[src/rtl/keypad_scanner.sv]
// keypad_scanner: column-scanned 4x3 keypad with press/release debounce and one strobe per press
module keypad_scanner #(
  parameter int SCAN_DIV     = 1000,
  parameter int DEBOUNCE_CYC = 20000
) (
  input  logic       clk,
  input  logic       reset_n,
  input  logic       en,
  input  logic [3:0] row,
  output logic [2:0] col,
  output logic [3:0] data,
  output logic       is_pressed,
  output logic       is_star_pressed,
  output logic       is_hash_pressed,
  output logic       key_strobe
);
  localparam int DW = $clog2(SCAN_DIV) + 1;
  localparam int CW = $clog2(DEBOUNCE_CYC) + 1;
  localparam logic [DW-1:0] DWELL_LAST = DW'(SCAN_DIV - 1);
  localparam logic [CW-1:0] DB_DONE = CW'(DEBOUNCE_CYC);
  typedef enum logic [1:0] {SCAN, DEBOUNCE, PRESSED, RELEASE} state_t;
  state_t state, state_n;
  logic [3:0] sync1, srow, inv, key, code, code_n, data_n;
  logic [DW-1:0] dwell, dwell_n;
  logic [CW-1:0] cnt, cnt_n, cnt_inc;
  logic [2:0] col_n, col_rot;
  logic [1:0] ridx, ridx_n, row_sel, col_sel;
  logic one_low, watched, pr_n, st_n, hs_n, strobe_n;
  assign inv     = ~srow;
  assign one_low = (inv != 4'd0) && ((inv & (inv - 4'd1)) == 4'd0);
  assign row_sel = inv[0] ? 2'd0 : inv[1] ? 2'd1 : inv[2] ? 2'd2 : 2'd3;
  assign col_sel = !col[0] ? 2'd0 : !col[1] ? 2'd1 : 2'd2;
  // bottom row holds *, 0, # rather than continuing the 1..9 pattern
  assign key     = (row_sel == 2'd3) ? ((col_sel == 2'd0) ? 4'd10 : (col_sel == 2'd1) ? 4'd0 : 4'd11)
                                     : {2'b00, row_sel} * 4'd3 + {2'b00, col_sel} + 4'd1;
  assign col_rot = {col[1:0], col[2]};
  assign watched = srow[ridx];
  assign cnt_inc = (cnt == '1) ? cnt : cnt + CW'(1);
  always_comb begin
    state_n  = state;
    dwell_n  = dwell;
    cnt_n    = cnt;
    col_n    = col;
    ridx_n   = ridx;
    code_n   = code;
    data_n   = data;
    pr_n     = is_pressed;
    st_n     = is_star_pressed;
    hs_n     = is_hash_pressed;
    strobe_n = 1'b0;
    if (!en) begin
      state_n = SCAN;
      dwell_n = '0;
      cnt_n   = '0;
      col_n   = 3'b111;
      pr_n    = 1'b0;
      st_n    = 1'b0;
      hs_n    = 1'b0;
    end else begin
      case (state)
        SCAN: begin
          if (col == 3'b111) begin
            col_n   = 3'b110;
            dwell_n = '0;
          end else if (dwell != DWELL_LAST) begin
            dwell_n = dwell + DW'(1);
          end else begin
            dwell_n = '0;
            if (one_low) begin
              state_n = DEBOUNCE;
              ridx_n  = row_sel;
              code_n  = key;
              cnt_n   = '0;
            end else begin
              col_n = col_rot;
            end
          end
        end
        DEBOUNCE: begin
          if (watched) begin
            state_n = SCAN;
            cnt_n   = '0;
            dwell_n = '0;
            col_n   = col_rot;
          end else begin
            cnt_n = cnt_inc;
            if (cnt_inc == DB_DONE) begin
              state_n  = PRESSED;
              cnt_n    = '0;
              data_n   = code;
              pr_n     = code < 4'd10;
              st_n     = code == 4'd10;
              hs_n     = code == 4'd11;
              strobe_n = 1'b1;
            end
          end
        end
        PRESSED: begin
          if (watched) begin
            state_n = RELEASE;
            cnt_n   = '0;
          end
        end
        default: begin
          if (!watched) begin
            state_n = PRESSED;
            cnt_n   = '0;
          end else begin
            cnt_n = cnt_inc;
            if (cnt_inc == DB_DONE) begin
              state_n = SCAN;
              cnt_n   = '0;
              dwell_n = '0;
              col_n   = col_rot;
              pr_n    = 1'b0;
              st_n    = 1'b0;
              hs_n    = 1'b0;
            end
          end
        end
      endcase
    end
  end
  always_ff @(posedge clk or negedge reset_n) begin
    if (!reset_n) begin
      sync1           <= 4'hf;
      srow            <= 4'hf;
      state           <= SCAN;
      dwell           <= '0;
      cnt             <= '0;
      col             <= 3'b110;
      ridx            <= 2'd0;
      code            <= 4'd0;
      data            <= 4'd0;
      is_pressed      <= 1'b0;
      is_star_pressed <= 1'b0;
      is_hash_pressed <= 1'b0;
      key_strobe      <= 1'b0;
    end else begin
      sync1           <= row;
      srow            <= sync1;
      state           <= state_n;
      dwell           <= dwell_n;
      cnt             <= cnt_n;
      col             <= col_n;
      ridx            <= ridx_n;
      code            <= code_n;
      data            <= data_n;
      is_pressed      <= pr_n;
      is_star_pressed <= st_n;
      is_hash_pressed <= hs_n;
      key_strobe      <= strobe_n;
    end
  end
endmodule

[config.mk]
export PLATFORM = sky130hd
export DESIGN_NAME = keypad_scanner
export DESIGN_NICKNAME = d
export VERILOG_FILES = /design/src/rtl/keypad_scanner.sv
export SDC_FILE = /design/constraint.sdc
export NUM_CORES = 1
export LEC_CHECK = 0
export ABC_CLOCK_PERIOD_IN_PS = 7850
export BUFFER_PORTS_ARGS = -buffer_cell sky130_fd_sc_hd__buf_2
export CAP_MARGIN = 25
export CORE_MARGIN = 3
export CORE_UTILIZATION = 65
export CTS_CLUSTER_SIZE = 30
export DETAILED_ROUTE_END_ITERATION = 8
export PLACE_DENSITY = 0.87
export SYNTH_ARGS = -nofsm -noshare
export SYNTH_HDL_FRONTEND = slang
export SYNTH_SLANG_ARGS = --single-unit
[constraint.sdc]
create_clock -name clk -period 7.85 [get_ports clk]
set_clock_uncertainty 0.15 [all_clocks]
set_input_delay 0.3925 -clock clk [delete_from_list [all_inputs] [get_ports clk]]
set_output_delay 0.3925 -clock clk [all_outputs]
set_load 0.02 [all_outputs]
## Yosys cells after proc, flatten, opt, wreduce, memory -nomap -nowiden

Cells that the tools add are included.

- Register bits after elaboration: 54
- Bits of input ports: 7
- Output and inout port bits: 11

- $add $sub $neg: 5
- Multiply operators: 1
- Magnitude comparators: 2
- Equal/unequal tests: 26
- Multiplexer cells: 63
- Bitwise operators: 5
- Reduce and logical (&&, ||, !) cells: 13

Operators with widths:

| kind | number |
|---|---|
| 16-bit 2-to-1 mux | 9 |
| 11-bit 2-to-1 mux | 6 |
| 16-bit one-hot mux with 3 select lines | 1 |
| 11-bit one-hot mux with 3 select lines | 1 |
| 2-bit 2-to-1 mux | 13 |
| 3-bit 2-to-1 mux | 7 |
| 3-bit inequality test (second input constant) | 6 |
| 1-bit 2-to-1 mux | 17 |
| 16-bit by 1-bit adder with 16-bit output (second input constant) | 1 |
| 16-bit by 15-bit == test with 1-bit output (second input constant) | 1 |
| 16-bit == test (second input constant) | 1 |
| 4-bit AND reduction | 4 |
| 4-bit 2-to-1 mux | 3 |
| 4-bit inequality test (second input constant) | 3 |
| 6-bit AND reduction | 2 |
| 11-bit by 1-bit adder with 11-bit output (second input constant) | 1 |
| 11-bit by 10-bit inequality test with 1-bit output (second input constant) | 1 |
| 3-bit one-hot mux with 3 select lines | 1 |
| 4-bit == test (second input constant) | 2 |
| 3-bit by 1-bit inequality test with 1-bit output (second input constant) | 2 |
| 6-bit by 2-bit inequality test with 1-bit output (second input constant) | 1 |
| 1-bit one-hot mux with 2 select lines | 3 |
| 2-bit one-hot mux with 3 select lines | 1 |
| 5-bit AND reduction | 1 |
| 21 further kinds | 27 |

## Logic depth before layout (Yosys ltp)

Gate-level depths: netlist (run 1).

- Depth after elaboration: 10
- Gate-level depth with buffers: 10

## Least setup slack after synthesis (run 1)

No wires, ideal clock.

- Path kind: reg2reg
- From: reg cnt[10]
- To: reg data[0]
- Setup time: 0.127 ns
- Arrival: 2.453 ns
- Required time: 7.573 ns
- Path slack: 5.120 ns
- Cell stages (with the launch flop): 8
- Path buffers: 0
- Clock period less this slack: 2.730 ns
- Path through: dfrtp_1 nand4_2 nor4_1 mux2i_1 nand4_4 nor3_4 and2_4 mux2_1

- Cells in the longest elaborated chain, start to end: 4

Ends and longest elaborated chain:

| element | line | text |
|---|---|---|
| start, declared | 25 | `logic [CW-1:0] cnt, cnt_n, cnt_inc;` |
| start signal, assigned | 144 | `cnt <= cnt_n;` |
| 16-bit by 1-bit adder with 16-bit output or 16-bit == test (tied branches) | 38 | `assign cnt_inc = (cnt == '1) ? cnt : cnt + CW'(1);` |
| 16-bit 2-to-1 mux (*) | 38 |  |
| 16-bit by 15-bit == test with 1-bit output (*) | 87 | `if (cnt_inc == DB_DONE) begin` |
| 4-bit AND reduction (no line) (*) | n/a |  |
| end signal, assigned | 148 | `data <= data_n;` |
| end, declared | 11 | `output logic [3:0] data,` |

Every way passes the cells marked *; elsewhere a longest branch is shown, timed or not.
A chain may end at the register's enable or synchronous reset.

## Worst setup path in the final report (run 1)

- From: reg cnt[9]
- To: reg data[0]

The elaborated chain is that of the path after synthesis.

==> qor.yml, run 1 <==
synth:
  synth_top_area_cell: "dfrtp_1"
  synthDistinctLibCells: 65
  synth-seq-cells: 54
  netlist_area_um2: 3410
  ys_top_cells_by_area: "dfrtp_1 32%, dfstp_2 7.7%, nand2_1 3.3%"
  yosysWarnings: 0
  yosysSeqAreaShare_pct: 40.0
  async_flop_share_pct: 100
  syn_avg_cell_area_um2: 9.62
  yosys.area.top_type_share_pct: 32.3
  synth_fp_nets: 369
  synth_edf_count: 0
  netlist_instances: 354
  synth-main-ff-cell: "dfrtp_1"
routing:
  drc: 0
  finalWirelength_um: 7170
  wire_per_inst_um: 16.8
  postRouteAntennaNets: 0
  viasPerCell: 6.69
  num_vias: 2849
  drtPass1Iterations: 6
  drt_iter0_drc: 309
hold_path:
  holdCritPathClass: "in -> async"
global_route:
  grt_max_degree: 55
  grt_pass1_vias: 2665
  grt_pass1_wl_um: 12500
  grt_usage_pct: 25.2
  grt_antenna_before_repair: 0
  grt_remaining_overflow: 0
clocking:
  cts_setup_buffers: 0
  clk_pin_slew_ps: 100
  cts_hold_buffers: 0
  cts.sinks: 54
  clk_latency_ps: 310
  cts-htree-levels: 2
  cts_max_path_buffers: 2
  cts_tree: "yes"
  cts_buffers: 5
  post_cts_resized: 0
  root_buffer: "clkbuf_8"
timing:
  hold_slack_ps: 27.8
  fin_tns_setup_ps: 0
  period_share_pct: 47.0
  fmax_mhz: 271
  fin_crit_ps: 3690
  setup_violations: 0
  max_slew_margin_pct: 33.4
  worst_pin_slew_ps: 996
  hold_viol: 0
  rsz0062_at_grt: "false"
  slew_viol_final: 0
  worst_slack_ps: 4160
layout:
  multi_input_comb_area_um2: 1880
  layout_common_cells: "44 x dfrtp_1, 30 x nand2_1, 20 x nand3_1, 20 x nor3_1, 17 x buf_2"
  antennaDiodeCount: 0
  layout.nets: 373
  fill_cells: 374
  drive_gt1_share_pct: 15.0
  area_delta_synth_final_pct: 5.25
  final-seq-area_um2: 1360
  final_common_cell: "dfrtp_1"
setup_path:
  cp.required_ps: 7900
  end_kind: "flip-flop"
  cp-start-kind: "flip-flop"
  critPathArrivalTime_ps: 3740
  path_max_fanout: 27
  path_class: "reg -> reg"
floorplan:
  die_w_um: 78.4
  initial_utilization_pct: 69.8
  die_area_um2: 6150
  die_h_um: 78.4
  num_rows: 25
  core_um2: 4880
  ioPinCount: 18
power_and_ir_drop:
  max-vdd-ir-drop_mv: 0.160
  p_switching_mw: 0.190
  internal-power_mw: 0.442
  sw_frac_of_total_pct: 30.1
  p_clk_share_pct: 29.4
  power_leakage_nw: 1.61
  power_frac_seq_pct: 48.4
  power_density_nw_per_um2: 176
  combPwrFrac_pct: 22.2
place:
  dp_hpwl_um: 5120
  gp_congestion: 0.935
  port_buffers: 17
  pre_cts_ws_ps: 4230
job:
  cap_violations: 0
run_status:
  outcome: "finished, final reports clean"
critical path, stage by stage, from the launching register on:
cell     delay [ps]
dfrtp_1         570
nand4_2         300
nor4_1          400
mux2i_1         440
nand4_4         220
nor3_4          850
and2_4          310
mux2_1          330
state kept, by name (all words and copies together) (netlist names):
| signal | count |
|---|---|
| cnt | 16 |
| code | 4 |
| col | 3 |
| data | 4 |
| dwell | 11 |
| is_hash_pressed | 1 |
| is_pressed | 1 |
| is_star_pressed | 1 |
| key_strobe | 1 |
| ridx | 2 |
| srow | 4 |
| state | 2 |
| sync1 | 4 |
synthesized netlist by cell type (all sizes together), types with 5 or more instances:
| cell | count |
|---|---|
| nand2b | 7 |
| buf | 11 |
| clkbuf | 10 |
| nor3b | 7 |
| xnor2 | 5 |
| mux2 | 7 |
| nand2 | 30 |
| dfrtp | 44 |
| ha | 6 |
| o21ai | 17 |
| a211oi | 7 |
| nor2 | 14 |
| a21oi | 10 |
| and3 | 9 |
| nor4 | 11 |
| o31ai | 5 |
| nand3 | 20 |
| mux2i | 5 |
| inv | 13 |
| a21o | 13 |
| nor3 | 21 |
| o22a | 7 |
| nand4 | 10 |
| dfstp | 10 |
power by group through the flow:
stage | clock (mW) | sequential (mW) | combinational, mW
5_1_grt | 0.200 | 0.308 | 0.162
4_1_cts | 0.189 | 0.305 | 0.142
2_1_floorplan | 0 | 0.314 | 0.103
3_5_place_dp | 0 | 0.311 | 0.141
6_report | 0.186 | 0.306 | 0.141
3_3_place_gp | 0 | 0.309 | 0.136
cells by family after synthesis:
kind of cell / Yosys count / synth area share, %
DFF: 54 / 40.0
buffers and inverters: 34 / 4.77
adders and majority gates: 8 / 3.38
and+or+nand+nor: 150 / 25.3
muxes: 13 / 4.44
AOI/OAI and AO/OA: 88 / 20.2
xor gates and xnor gates: 7 / 1.80
routing by layer:
layer	share of wire, %	vias to the layer above	GRT usage (%)
met3	4.9	9	4.01
met1	47	1381	35.6
met5	0	-	0
li1	-	1341	-
met2	47	118	40.3
met4	0.89	0	6.99
per-stage QoR:
stage                     cells  total power, mW  util, %  cell area (um^2)
after floorplan             354            0.416        -              3410
after global placement      418            0.445     71.1              3470
after detailed placement    418            0.452     71.1              3470
after CTS                   426            0.636     73.5              3590
after global routing        426            0.670     73.5              3590
final                       426            0.632     73.5              3590
final timing paths:
| kind | start | cells past startpoint | slack (ps) | endpoint |
|---|---|---|---|---|
| setup / recovery | cnt[9] | 7 | 4160 | data[0] |
| setup reg to reg | cnt[9] | 7 | 4160 | data[0] |
| hold / removal | reset_n | 2 | 30 | data[1] |
| min in group clk | row[2] | 1 | 30 | sync1[2] |
| hold reg to reg | sync1[0] | 0 | 210 | srow[0] |
| max in group asynchronous | reset_n | 2 | 7070 | cnt[6] |
area by class of cell:
cell class              instances  share of cell area [%]
clock buffers                   7                    3.00
repair buffers                 18                    2.58
multi-input cells             266                    52.4
flip-flops and latches         54                    38.0
inverters                      13                    1.36
clock inverters                 1                   0.244
well taps                      67                    2.34
Power figures use the tool's default switching activity.
==> inputs of run 2 (changes only) <==
ABC_AREA = 1   (was default)
ABC_CLOCK_PERIOD_IN_PS = 3850   (was 7850)
CORE_UTILIZATION = 61   (was 65)
PLACE_DENSITY = 0.83   (was 0.87)
clock period = 3.85 ns   (was 7.85 ns; I/O delays follow)
==> run 2 against run 1 <==
Critical path depth up 7. Fmax up 27%. Worst hold slack better by 110 ps. Critical endpoint is now dwell[0].
==> qor.yml, run 2 <==
layout:
  area_delta_synth_final_pct: 7.78  # was 5.25%
  top_regs: "cnt (16), dwell (11)"  # unchanged
  layout_common_cells: "111 x nand2_1, 66 x inv_1, 54 x nor2_1"  # was 44 x dfrtp_1, 30 x nand2_1, 20 x nand3_1, 20 x nor3_1, 17 x buf_2
  fill_cells: 462  # was 374
  design_area_um2: 3710  # was 3590 um^2
  fin_util_pct: 70.4  # was 73.5%
  top_register: "cnt"  # unchanged
  final_common_cell: "nand2_1"  # was dfrtp_1
  layout.nets: 498  # was 373
  largest_reg_flops: 16  # unchanged
  drive_gt1_share_pct: 16.3  # was 15.0%
  antennaDiodeCount: 0  # unchanged
timing:
  slew_viol_final: 0  # unchanged
  period_share_pct: 75.6  # was 47.0%
  rsz0062_at_grt: "false"  # unchanged
  fin_crit_ps: 2910  # was 3690 ps
  max_slew_margin_pct: 48.2  # was 33.4%
  worst_pin_slew_ps: 775  # was 996 ps
  fmax_mhz: 344  # was 271 MHz
  hold_viol: 0  # unchanged
  hold_slack_ps: 139  # was 27.8 ps
  fin_tns_setup_ps: 0  # unchanged
  setup_violations: 0  # unchanged
setup_path:
  path_depth: 14  # was 7
  cp.required_ps: 3890  # was 7900 ps
  cp_cell_sequence: "ha_1 > nand3_2 > inv_2 > nand2_4 > nor2_4 > nor2_2 > nor2_4 > nand3_2 > nor2_2 > nand3_2 > nand2_4 > nand2_2 > nand2_1 > o21ai_0"  # was nand4_2 > nor4_1 > mux2i_1 > nand4_4 > nor3_4 > and2_4 > mux2_1
  r2r_setup_slack_ps: 940  # was 4160 ps
  endpoint: "dwell[0]"  # was data[0]
  cp-startpoint: "cnt[0]"  # was cnt[9]
  end_kind: "flip-flop"  # unchanged
  path_class: "reg -> reg"  # unchanged
  slowest_stage: "dfrtp_1"  # was nor3_4
  slowest_delay_ps: 550  # was 850 ps
  critPathMostFrequentCell: "nand3_2"
  cp_top_family: "simple AND/OR/NAND/NOR gates"  # unchanged
  reg2regPathDepth: 14  # was 7
  path_buf_inv: 1  # was 0
  cp-start-kind: "flip-flop"  # unchanged
  r2r_start: "cnt[0]"  # was cnt[9]
  critPathArrivalTime_ps: 2950  # was 3740 ps
  timing.rr.end: "dwell[0]"  # was data[0]
  path_max_fanout: 11  # was 27
power_and_ir_drop:
  power_density_nw_per_um2: 399  # was 176 nW/um^2
  max-vdd-ir-drop_mv: 0.271  # was 0.160 mV
  power_leakage_nw: 1.82  # was 1.61 nW
synth:
  yosysSeqAreaShare_pct: 39.6  # was 40.0%
  synth_xor_area_share_pct: 3.85  # was 1.80%
  synth_fp_nets: 476  # was 369
  netlist_area_um2: 3440  # was 3410 um^2
  ys_top_cells_by_area: "dfrtp_1 32%, nand2_1 12%, dfstp_2 7.6%"  # was dfrtp_1 32%, dfstp_2 7.7%, nand2_1 3.3%
  synth-seq-cells: 54  # unchanged
  synth_edf_count: 0  # unchanged
  synthDistinctLibCells: 37  # was 65
  synth_top_area_cell: "dfrtp_1"  # unchanged
  yosys.area.top_type_share_pct: 32.0  # was 32.3%
  ys_top_cells_by_count: "111 x nand2_1, 66 x inv_1, 54 x nor2_1"  # was 44 x dfrtp_1, 30 x nand2_1, 20 x nand3_1, 20 x nor3_1, 14 x nor2_1
  yosysMostFrequentCell: "nand2_1"  # was dfrtp_1
  netlist_instances: 461  # was 354
  synth_top_family_by_area: "simple AND/OR/NAND/NOR gates"  # unchanged
  synth-simple-area-share_pct: 35.7  # was 25.3%
  synth-main-ff-cell: "dfrtp_1"  # unchanged
  syn_avg_cell_area_um2: 7.47  # was 9.62 um^2
  yosysWarnings: 0  # unchanged
  async_flop_share_pct: 100  # unchanged
  synth_fa_ha_area_share_pct: 3.34  # was 3.38%
  synthMuxAreaShare_pct: 0  # was 4.44%
  synth-compound-area-share_pct: 8.00  # was 20.2%
routing:
  finalWirelength_um: 7580  # was 7170 um
  drtPass1Iterations: 4  # was 6
  num_vias: 3049  # was 2849
  drc: 0  # unchanged
  postRouteAntennaNets: 0  # unchanged
  wire_per_inst_um: 13.7  # was 16.8 um
  drt_iter0_drc: 233  # was 309
  viasPerCell: 5.50  # was 6.69
clocking:
  cts.sinks: 54  # unchanged
  cts_buffers: 5  # unchanged
  cts_max_path_buffers: 2  # unchanged
  cts_setup_buffers: 0  # unchanged
  cts-htree-levels: 2  # unchanged
  clk_pin_slew_ps: 100  # about the same
  cts_tree: "yes"  # unchanged
  clk_latency_ps: 310  # about the same
  root_buffer: "clkbuf_8"  # unchanged
floorplan:
  core_um2: 5270  # was 4880 um^2
  die_w_um: 81.1  # was 78.4 um
  die_area_um2: 6580  # was 6150 um^2
  die_h_um: 81.1  # was 78.4 um
  initial_utilization_pct: 65.3  # was 69.8%
  ioPinCount: 18  # unchanged
  num_rows: 26  # was 25
global_route:
  grt_usage_pct: 25.5  # was 25.2%
  grt_antenna_before_repair: 0  # unchanged
  grt_pass1_vias: 2910  # was 2665
  grt_remaining_overflow: 0  # unchanged
  grt_pass1_wl_um: 13200  # was 12500 um
  grt_max_degree: 55  # unchanged
place:
  dp_hpwl_um: 5530  # was 5120 um
  gp_congestion: 0.902  # was 0.935
  place_area_um2: 3550  # was 3470 um^2
  port_buffers: 17  # unchanged
run_status:
  outcome: "finished, final reports clean"  # unchanged
hold_path:
  holdCritPathClass: "in -> reg"  # was in -> async
job:
  cap_violations: 0  # unchanged
[run 2: worst reg2reg max path, delay by kind of cell, from the launching register on]
kind	cells	cell delay, ps
compound gates	1	100
fa+ha+maj	1	320
flops	1	550
buf+inv	1	110
simple gates	11	1560
[run 2: worst min path at each step]
stage / start / end / slack (ps) / depth (start not counted)
5_1_grt: en / dwell[8] / 170 / 3
3_5_place_dp: row[2] / sync1[2] / 150 / 1
2_1_floorplan: reset_n / cnt[0] / -250 / 0
6_report: en / dwell[8] / 140 / 3
4_1_cts: en / dwell[8] / 130 / 3
3_3_place_gp: row[3] / sync1[3] / 150 / 1
[run 2: report_power, final]
group	switching, mW	internal [mW]
Clock	0.191	0.165
Combinational	0.302	0.148
Sequential	0.0518	0.622
Total	0.545	0.935
[run 2: area by class of cell]
type | count | area [um^2] | area share, %
well taps | 70 | 87.6 | 2.36
repair buffers | 23 | 143 | 3.84
inverters | 69 | 259 | 6.98
clock inverters | 1 | 8.76 | 0.236
clock buffers | 7 | 96.3 | 2.60
multi-input cells | 330 | 1750 | 47.2
flip-flops and latches | 54 | 1360 | 36.8
[run 2: repair_timing]
action	4_1_cts	5_1_grt
hold endpoints to repair	48	0
hold buffers	5	0
endpoints found under the setup margin	0	0
resized for setup	0	0
[run 2: cell families (layout without fill, tap and decap cells)]
logic type	count (synthesis)	after routing
buffers and inverters	77	100
flip-flops	54	54
AO/OA/AOI/OAI	49	49
adder cells (fa/ha/maj)	8	8
XOR/XNOR	13	13
AND/OR/NAND/NOR	260	260
[run 2: metrics by stage]
| step | cells | total power [mW] | setup slack [ps] |
|---|---|---|---|
| after detailed placement | 541 | 1.12 | 985 |
| after CTS | 554 | 1.48 | 958 |
| after global placement | 541 | 1.10 | 1070 |
| after floorplan | 461 | 1.01 | 1430 |
| after global routing | 554 | 1.57 | 703 |
| final | 554 | 1.48 | 941 |
[run 2: per-layer routing]
| layer | part of all wire (%) | track usage, % |
|---|---|---|
| met1 | 48 | 36.1 |
| met2 | 47 | 40.6 |
| met3 | 5.1 | 3.99 |
| met4 | 0.67 | 7.43 |
| met5 | 0 | 0 |
==> inputs of run 3 (changes only) <==
ABC_CLOCK_PERIOD_IN_PS = 2660   (was 3850)
CORE_UTILIZATION = 56   (was 61)
PLACE_DENSITY = 0.8   (was 0.83)
clock period = 2.66 ns   (was 3.85 ns; I/O delays follow)
==> run 3 against run 2 <==
Total power rose by 48%. Setup slack got worse by 770 ps. Clock-buffer cell count did not move. First-iteration DRC count rose by 15%. Register-to-register slack got worse by 770 ps. Wire length rose by 4.4%. Sequential cell count did not move. Fmax rose by 17%. Sequential share of layout area fell by 0.87 points. Critical path type unchanged. Highest routed layer unchanged.
==> qor.yml, run 3 (synthesis results as in run 2) <==
run_status:
  outcome: "finished, final reports clean"  # unchanged
setup_path:
  cp-start-kind: "flip-flop"  # unchanged
  critPathArrivalTime_ps: 2560  # was 2950 ps
  path_max_fanout: 4  # was 11
  slowest_stage: "dfstp_2"  # was dfrtp_1
  slowest_delay_ps: 570  # was 550 ps
  cp_cell_sequence: "nand2_1 > nand2_1 > inv_2 > fa_1 > inv_1 > fa_1 > o21ai_0 > nor2_1 > a21oi_1"  # was ha_1 > nand3_2 > inv_2 > nand2_4 > nor2_4 > nor2_2 > nor2_4 > nand3_2 > nor2_2 > nand3_2 > nand2_4 > nand2_2 > nand2_1 > o21ai_0
  path_buf_inv: 2  # was 1
  cp_top_family: "adder cells"  # was simple AND/OR/NAND/NOR gates
  end_kind: "flip-flop"  # unchanged
  path_class: "reg -> reg"  # unchanged
  cp.required_ps: 2730  # was 3890 ps
place:
  gp_congestion: 0.979  # was 0.902
  port_buffers: 17  # unchanged
  dp_hpwl_um: 5590  # was 5530 um
clocking:
  cts-htree-levels: 2  # unchanged
  root_buffer: "clkbuf_8"  # unchanged
  cts_max_path_buffers: 2  # unchanged
  cts_setup_buffers: 0  # unchanged
  cts_tree: "yes"  # unchanged
  clk_latency_ps: 310  # about the same
  clk_pin_slew_ps: 90  # was 100 ps
  cts.sinks: 54  # unchanged
  cts_buffers: 5  # unchanged
timing:
  worst_pin_slew_ps: 669  # was 775 ps
  fmax_mhz: 402  # was 344 MHz
  hold_slack_ps: 152  # was 139 ps
  fin_tns_setup_ps: 0  # unchanged
  period_share_pct: 93.6  # was 75.6%
  hold_viol: 0  # unchanged
  max_slew_margin_pct: 55.2  # was 48.2%
  setup_violations: 0  # unchanged
  fin_crit_ps: 2490  # was 2910 ps
  slew_viol_final: 0  # unchanged
layout:
  layout_common_cells: "109 x nand2_1, 65 x inv_1, 52 x nor2_1"  # was 111 x nand2_1, 66 x inv_1, 54 x nor2_1
  final_common_cell: "nand2_1"  # unchanged
  top_regs: "cnt (16), dwell (11)"  # unchanged
  top_register: "cnt"  # unchanged
  drive_gt1_share_pct: 18.7  # was 16.3%
  area_delta_synth_final_pct: 10.5  # was 7.78%
  layout.nets: 505  # was 498
  largest_reg_flops: 16  # unchanged
  antennaDiodeCount: 0  # unchanged
  fin_util_pct: 66.6  # was 70.4%
routing:
  drc: 0  # unchanged
  drtPass1Iterations: 5  # was 4
  num_vias: 3164  # was 3049
  viasPerCell: 5.62  # was 5.50
  wire_per_inst_um: 14.1  # was 13.7 um
  postRouteAntennaNets: 0  # unchanged
  finalWirelength_um: 7920  # was 7580 um
  drt_iter0_drc: 269  # was 233
global_route:
  grt_remaining_overflow: 0  # unchanged
  grt_antenna_before_repair: 0  # unchanged
  grt_usage_pct: 23.2  # was 25.5%
  grt_pass1_vias: 2999  # was 2910
  grt_max_degree: 55  # unchanged
  grt_pass1_wl_um: 13600  # was 13200 um
floorplan:
  num_rows: 27  # was 26
  ioPinCount: 18  # unchanged
  die_w_um: 84.4  # was 81.1 um
  initial_utilization_pct: 60.3  # was 65.3%
  core_um2: 5710  # was 5270 um^2
  die_h_um: 84.4  # was 81.1 um
  die_area_um2: 7120  # was 6580 um^2
power_and_ir_drop:
  power_density_nw_per_um2: 575  # was 399 nW/um^2
  power_leakage_nw: 1.85  # was 1.82 nW
  max-vdd-ir-drop_mv: 0.348  # was 0.271 mV
job:
  cap_violations: 0  # unchanged
hold_path:
  holdCritPathClass: "in -> reg"  # unchanged
[run 3: changes by cell type in the layout (fill, tap and decap cells not counted), moves of 2 or more]
cell and change:
nand2_1 -2, nor2_4 +2, buf_4 +5, nor2_1 -2
clkbuf_8 -2
[run 3: path summary, 6_finish.rpt]
path                          start  endpoint  slack [ps]  depth (start not counted)
setup / recovery            srow[1]   code[1]         170                          9
setup reg to reg            srow[1]   code[1]         170                          9
max in group asynchronous   reset_n  sync1[2]        1870                          3
min in group asynchronous   reset_n   cnt[11]         190                          3
hold / removal                   en  dwell[2]         150                          4
hold reg to reg            sync1[3]   srow[3]         210                          0
[run 3: worst reg2reg max path: cells and delay by family (launching register included)]
family	cells	cell delay, ps
AOI/OAI and AO/OA	2	300
DFF	1	570
and+or+nand+nor	3	230
adders and majority gates	2	1030
buffers and inverters	2	140
[run 3: power breakdown]
group / switching [mW] / internal, mW / leakage, nW
clock: 0.267 / 0.244 / 0.0539
combinational: 0.461 / 0.245 / 1.10
sequential: 0.0685 / 0.901 / 0.701
total: 0.796 / 1.39 / 1.85
[run 3: timing repair]
| item | in CTS | in global routing |
|---|---|---|
| endpoints found under the hold margin | 58 | 0 |
| setup endpoints to repair | 0 | 39 |
| gates resized for setup | 0 | 10 |
| hold buffers | 5 | 0 |
[run 3: area by class of cell]
| cell class | instances | area [um^2] |
|---|---|---|
| clock buffer | 7 | 97.6 |
| clock inverter | 1 | 6.26 |
| fill | 467 | 1910 |
| inverter | 69 | 259 |
| multi-input combinational | 331 | 1790 |
| sequential | 54 | 1370 |
| tap | 72 | 90.1 |
| timing repair buffer | 29 | 200 |
[run 3: per-stage QoR]
stage / cell area [um^2] / worst slack, ps / cells / total power, mW
global placement: 3610 / 191 / 549 / 1.65
CTS: 3770 / 43.6 / 562 / 2.19
floorplan: 3440 / 239 / 461 / 1.47
detailed placement: 3610 / 85.6 / 549 / 1.67
global route: 3800 / -2.78 / 563 / 2.33
finish: 3800 / 170 / 563 / 2.19
[run 3: routing by layer]
metal  GRT usage, %  wire length (um)
met5              0                 0
met2           40.4              4050
met1           30.2              3290
met3           3.63               467
met4           5.90               110
